`config.mk`:
```
export PLATFORM = sky130hd
export DESIGN_NAME = spi_master_ctrl
export DESIGN_NICKNAME = d
export VERILOG_FILES = /design/src/rtl/spi_master_ctrl.sv
export SDC_FILE = /design/constraint.sdc
export NUM_CORES = 1
export LEC_CHECK = 0
export ABC_AREA = 1
export CAP_MARGIN = 20
export CORE_MARGIN = 3
export CORE_UTILIZATION = 45
export DETAILED_ROUTE_END_ITERATION = 7
export MAX_ROUTING_LAYER = met4
export PLACE_DENSITY = 0.67
export SLEW_MARGIN = 20
export SYNTH_ARGS = -nofsm -noshare
export SYNTH_HDL_FRONTEND = slang
export SYNTH_SLANG_ARGS = --single-unit
```
`constraint.sdc`:
```
create_clock -name clk -period 4.1 [get_ports clk]
set_input_delay 0.82 -clock clk [delete_from_list [all_inputs] [get_ports clk]]
set_output_delay 0.82 -clock clk [all_outputs]
set_load 0.1 [all_outputs]
```
`src/rtl/spi_master_ctrl.sv`:
```
// SPI mode 0 master: byte-wide handshake in, SCK/SSEL/MOSI out, MISO captured back.
// Multi-byte frames keep SSEL low between bytes until a byte flagged last is sent.
module spi_master_ctrl #(
  parameter int HALF = 4
) (
  input  logic       clk,
  input  logic       rst_n,
  input  logic       tx_valid,
  input  logic [7:0] tx_data,
  input  logic       tx_last,
  output logic       tx_ready,
  output logic       rx_valid,
  output logic [7:0] rx_data,
  output logic       busy,
  output logic       SCK,
  output logic       SSEL,
  output logic       MOSI,
  input  logic       MISO
);

  localparam logic [7:0] DIV_MAX = 8'(HALF - 1);

  typedef enum logic [2:0] {IDLE, LEAD, SHIFT, HOLD, TRAIL, GUARD} state_t;

  state_t     state, state_next;
  logic [7:0] div, div_next;
  logic [2:0] bit_cnt, bit_next;
  logic [7:0] tx_shift, tx_shift_next;
  logic [7:0] rx_shift, rx_shift_next;
  logic       last, last_next;
  logic       sck_next, ssel_next, mosi_next;
  logic       ready_next, rx_valid_next, busy_next;
  logic [7:0] rx_data_next;
  logic       accept;
  logic       div_end;

  // Every output is a register, so the whole next-cycle picture is built here.
  always_comb begin
    state_next    = state;
    div_next      = div;
    bit_next      = bit_cnt;
    tx_shift_next = tx_shift;
    rx_shift_next = rx_shift;
    last_next     = last;
    sck_next      = SCK;
    ssel_next     = SSEL;
    mosi_next     = MOSI;
    ready_next    = tx_ready;
    rx_valid_next = 1'b0;
    rx_data_next  = rx_data;
    accept        = tx_valid && tx_ready;
    div_end       = (div == DIV_MAX);

    case (state)
      IDLE, HOLD: begin
        ready_next = 1'b1;
        sck_next   = 1'b0;
        if (state == IDLE) begin
          ssel_next = 1'b1;
          mosi_next = 1'b0;
        end
        if (accept) begin
          tx_shift_next = tx_data;
          last_next     = tx_last;
          mosi_next     = tx_data[7];
          ssel_next     = 1'b0;
          ready_next    = 1'b0;
          div_next      = 8'd0;
          state_next    = LEAD;
        end
      end

      LEAD: begin
        if (div_end) begin
          div_next   = 8'd0;
          state_next = SHIFT;
        end else begin
          div_next = div + 8'd1;
        end
      end

      // MISO is taken on the final clk of the high phase, just before SCK falls.
      SHIFT: begin
        if (!div_end) begin
          div_next = div + 8'd1;
        end else begin
          div_next = 8'd0;
          if (!SCK) begin
            sck_next = 1'b1;
          end else begin
            sck_next      = 1'b0;
            rx_shift_next = {rx_shift[6:0], MISO};
            bit_next      = bit_cnt + 3'd1;
            if (bit_cnt == 3'd7) begin
              rx_data_next  = {rx_shift[6:0], MISO};
              rx_valid_next = 1'b1;
              mosi_next     = 1'b0;
              ready_next    = !last;
              state_next    = last ? TRAIL : HOLD;
            end else begin
              tx_shift_next = {tx_shift[6:0], 1'b0};
              mosi_next     = tx_shift[6];
            end
          end
        end
      end

      TRAIL: begin
        if (div_end) begin
          div_next   = 8'd0;
          ssel_next  = 1'b1;
          state_next = GUARD;
        end else begin
          div_next = div + 8'd1;
        end
      end

      GUARD: begin
        if (div_end) begin
          div_next   = 8'd0;
          ready_next = 1'b1;
          state_next = IDLE;
        end else begin
          div_next = div + 8'd1;
        end
      end

      default: state_next = IDLE;
    endcase

    busy_next = (state_next != IDLE);
  end

  always_ff @(posedge clk) begin
    if (!rst_n) begin
      state    <= IDLE;
      div      <= 8'd0;
      bit_cnt  <= 3'd0;
      tx_shift <= 8'd0;
      rx_shift <= 8'd0;
      last     <= 1'b0;
      SCK      <= 1'b0;
      SSEL     <= 1'b1;
      MOSI     <= 1'b0;
      tx_ready <= 1'b0;
      rx_valid <= 1'b0;
      rx_data  <= 8'd0;
      busy     <= 1'b0;
    end else begin
      state    <= state_next;
      div      <= div_next;
      bit_cnt  <= bit_next;
      tx_shift <= tx_shift_next;
      rx_shift <= rx_shift_next;
      last     <= last_next;
      SCK      <= sck_next;
      SSEL     <= ssel_next;
      MOSI     <= mosi_next;
      tx_ready <= ready_next;
      rx_valid <= rx_valid_next;
      rx_data  <= rx_data_next;
      busy     <= busy_next;
    end
  end

endmodule

```
### Yosys cells after proc, flatten, opt, wreduce, memory -nomap -nowiden

Cells that the tools add are included.

* equality and inequality tests: 15
* reductions and logical operators: 20
* mux-type cells: 36
* $add $sub $neg: 2

Operators with widths (number)
* two-way mux 7 bit: 4
* two-way mux 3 bit: 8
* two-way mux 8 bit: 2
* one-hot mux 8 bit (2 select lines): 1
* two-way mux 1 bit: 15
* one-hot mux 3 bit (5 select lines): 1
* != test 2 bit (second input constant): 7
* one-hot mux 7 bit (2 select lines): 1
* AND reduction 4 bit: 3
* AND reduction 5 bit: 2
* == test 3 bit (second input constant): 3
* adder 8 x 1 -> 8 bit (second input constant): 1
* == test 8 x 2 -> 1 bit (second input constant): 1
* == test 3 x 2 -> 1 bit (second input constant): 2
* one-hot mux 1 bit (2 select lines): 3
* AND reduction 2 bit: 3
* AND reduction 3 bit: 2
* nonzero test 2 bit: 3
* nonzero test 3 bit: 2
* OR reduction 4 bit: 1
* adder 3 x 1 -> 3 bit (second input constant): 1
* == test 3 x 1 -> 1 bit (second input constant): 1
* logical NOT 3 bit: 1
* != test 3 bit (second input constant): 1
* 4 further kinds: 4

* bits of input ports: 13
* output and inout port bits: 14
* register bits after elaboration: 43

### Logic depth before layout (Yosys ltp)

* word-level depth: 6
* mapped depth: 11

### Least setup slack after synthesis

Ideal clock, no wire load.

* kind: flip-flop to flip-flop
* from: register SCK
* to: register tx_shift[1]
* period minus slack after synthesis: 2.036 ns
* data arrival time: 1.923 ns
* cell stages (with the launch flop): 7
* buffers on the path: 1
* slack: 2.064 ns
* setup time: 0.113 ns
* cells stage by stage: dfxtp_1 inv_1 o21ai_0 nand3_2 buf_6 nor2_1 nor2_1

* cells in the longest elaborated chain, start to end: 2

RTL lines
* start, declared: line 15 `output logic SCK,`
* start signal, assigned: line 156 `SCK <= sck_next;`
* != test 2 bit (no source line)
* AND reduction 5 bit (no source line)
* end signal, assigned: line 153 `tx_shift <= tx_shift_next;`
* end, declared: line 28 `logic [7:0] tx_shift, tx_shift_next;`

No other way between the ends.
A chain may end at the register's enable or synchronous reset.

### Final worst setup path

* from: register SCK
* to: output port SCK

No word-level cell between the ends.

==> out/results.ini <==
[setup_path]
crit_family=buffers and inverters
worstSetupStartpointType=register
path_class=register to output pin
worst_setup_path_end_kind=output pin
worst-path-buf-inv=1
cp_max_fo=7
cp_slowest_cell=clkdlybuf4s50_1
crit_arrival_ns=1.92
r2r_start=state[1]
critPathLaunch=SCK
path_cells=clkdlybuf4s50_1
cp.required_ns=3.28
cp_slowest_stage_delay_ns=1.18

[drt]
via_per_inst=4.92
wl_per_cell_um=11.2
drc=0
vias=1933
drtAntennaViolNets=0
drt-initial-drc-count=108
dr.pass1.iters=4
wirelength_um=4420

[final_layout]
drive_gt1_share_pct=7.04
area.sequential_um2=861
diodes=0
num-nets-final=356
multi_input_area_um2=1080
fin_area_um2=2520
num-fill-cells=439
area_growth_pct=18.8

[sta]
finClkSkew_ns=0.00629
fmax_mhz=366
fin_crit_ns=2.74
period_share_pct=66.7
relSlewSlack_pct=35.1
hold-worst-slack_ns=0.473
rsz0062_at_grt=false
slew_viol_final=0
worstMarginPinSlew_ns=0.970
finalHoldViolCount=0
setup-tns-final_ns=0
setup_viol=0

[synth]
synthesis.instances=316
synth_area_leader_cell=dfxtp_1
yosysWarnings=0
netlist_area_um2=2120
netlist-cell-type-count=27
avgSynthCellArea_um2=6.71
synth-seq-cells=43
yosysTopAreaCellShare_pct=40.6
synthesis.nets=332
synth_area_leaders=dfxtp_1 (41%), nand2_1 (15%), nor2_1 (10%), o21ai_0 (6.8%), nand3_1 (4.2%)
synth-seq-area-share_pct=40.6

[placement]
dp_hpwl_um=3150
placed_cell_area_um2=2380
finalWeightedCongestion=0.805
io_buffers=26

[floorplanning]
die_w_um=74.7
io_pins=27
core_region_area_um2=4440
rows=24
fp.dieArea_um2=5570
fp.dieH_um=74.7
start_util_pct=47.7

[global_route]
met3_usage_pct=3.20
grt_pass1_wl_um=7540
grt_max_degree=21
grt_overflow=0
met2_usage_pct=28.9
antenna_found_initial=0
grt_use_total_pct=18.1
use_met1_pct=22.8
grt.busiest_layer=met2
grt_pass1_vias=1723

[worst_hold_path]
hold_path_class=register to register
hp-start=rx_data[1]

[clocking]
cts_buffers=5
cts-hold-fix-buffers=0
post_cts_buffers=0
cts_tree=yes
htreeDepth=2
postCtsResizedCells=0
clockBufferDepth=2
clkSlewWorstSetupHoldPaths_ns=0.09
clkLatencyLatePin_ns=0.30
cts-root-buf=clkbuf_8
cts.sinks=43

[outcome]
status=finished, final reports clean

[flow_run]
timing.max_cap.violations=0

[power_and_ir_drop]
power_leakage_nw=1.19
ir_worst_vdd_uv=219
total_power_mw=1.04
power_per_cell_area_nw_per_um2=411

[report_power, final]
group | internal [mW] | switching [mW]
Sequential | 0.440 | 0.0132
Clock | 0.243 | 0.153
Combinational | 0.0580 | 0.128
[synthesized netlist by cell type]
library cell / n
xnor2_1: 1
nand3_4: 1
inv_2: 5
nand3_2: 2
a21boi_0: 1
o31ai_1: 1
a21oi_1: 17
inv_1: 24
clkbuf_8: 1
o21bai_1: 1
buf_2: 4
dfxtp_1: 43
nor2_1: 57
nand3_1: 18
nand3b_1: 2
buf_4: 1
buf_6: 2
nor2_4: 1
clkbuf_1: 2
nand4_1: 3
nor3_1: 4
or2_2: 1
nand2_4: 2
o21ai_0: 29
nand2_1: 87
ha_1: 3
nand2_2: 3
[cells in the final DEF (no fill, tap or decap)]
cell type        netlist  routed
nand4_1                3       3
nand3b_1               2       2
nor3_1                 4       4
nand3_4                1       1
nand2_1               87      87
nand3_1               18      18
inv_1                 24      24
clkdlybuf4s50_1        0      26
o21ai_0               29      29
xnor2_1                1       1
inv_2                  5       5
nand3_2                2       2
a21boi_0               1       1
nor2_1                57      57
buf_4                  1       1
clkinvlp_4             0       1
dfxtp_1               43      43
clkbuf_8               1       5
nor2_4                 1       1
ha_1                   3       3
or2_2                  1       1
o21bai_1               1       1
o31ai_1                1       1
nand2_2                3       3
a21oi_1               17      17
bufinv_16              0       2
nand2_4                2       2
[path summary, 6_finish.rpt]
path / endpoint / slack [ns] / depth (start not counted)
max: SCK / 1.36 / 1
min: rx_data[1] / 0.47 / 2
max reg2reg: rx_data[2] / 2.01 / 6
min reg2reg: rx_data[1] / 0.47 / 2
[routing by layer]
layer  up-vias  routed length [um]
met5         -                   0
met4         0                  74
met3         7                 258
met2        42                2000
met1       829                2090
li1       1055                   -
[sequential cells by signal, summed over array words and instances, names as in the netlist]
register,flops
MOSI,1
rx_valid,1
div,8
tx_ready,1
rx_data,8
SSEL,1
busy,1
state,3
bit_cnt,3
tx_shift,7
SCK,1
rx_shift,7
last,1
[cells by family (layout without fill, tap and decap cells)]
group           Yosys count  after routing  synth area share [%]
buf+inv                  39             64                  8.50
xor+xnor                  1              1                 0.413
compound gates           49             49                  11.9
flops                    43             43                  40.6
fa+ha+maj                 3              3                  1.77
simple gates            181            181                  36.8
[layout make-up]
| class | instances | share of cell area [%] |
|---|---|---|
| Inverter | 29 | 4.32 |
| Timing Repair Buffer | 27 | 10.6 |
| Tap cell | 52 | 2.58 |
| Sequential cell | 43 | 34.2 |
| Multi-Input combinational cell | 234 | 42.9 |
| Clock inverter | 3 | 2.68 |
| Clock buffer | 5 | 2.73 |
[through the flow]
stage | utilization, % | cells | setup WS, ns
after global placement | 53.6 | 385 | 1.71
final | 56.7 | 393 | 1.36
after global routing | 56.7 | 393 | 1.31
after detailed placement | 53.6 | 385 | 1.69
after floorplan | - | 316 | 2.06
after CTS | 56.7 | 393 | 1.36
Note: power is estimated with default switching activity, not from simulation.
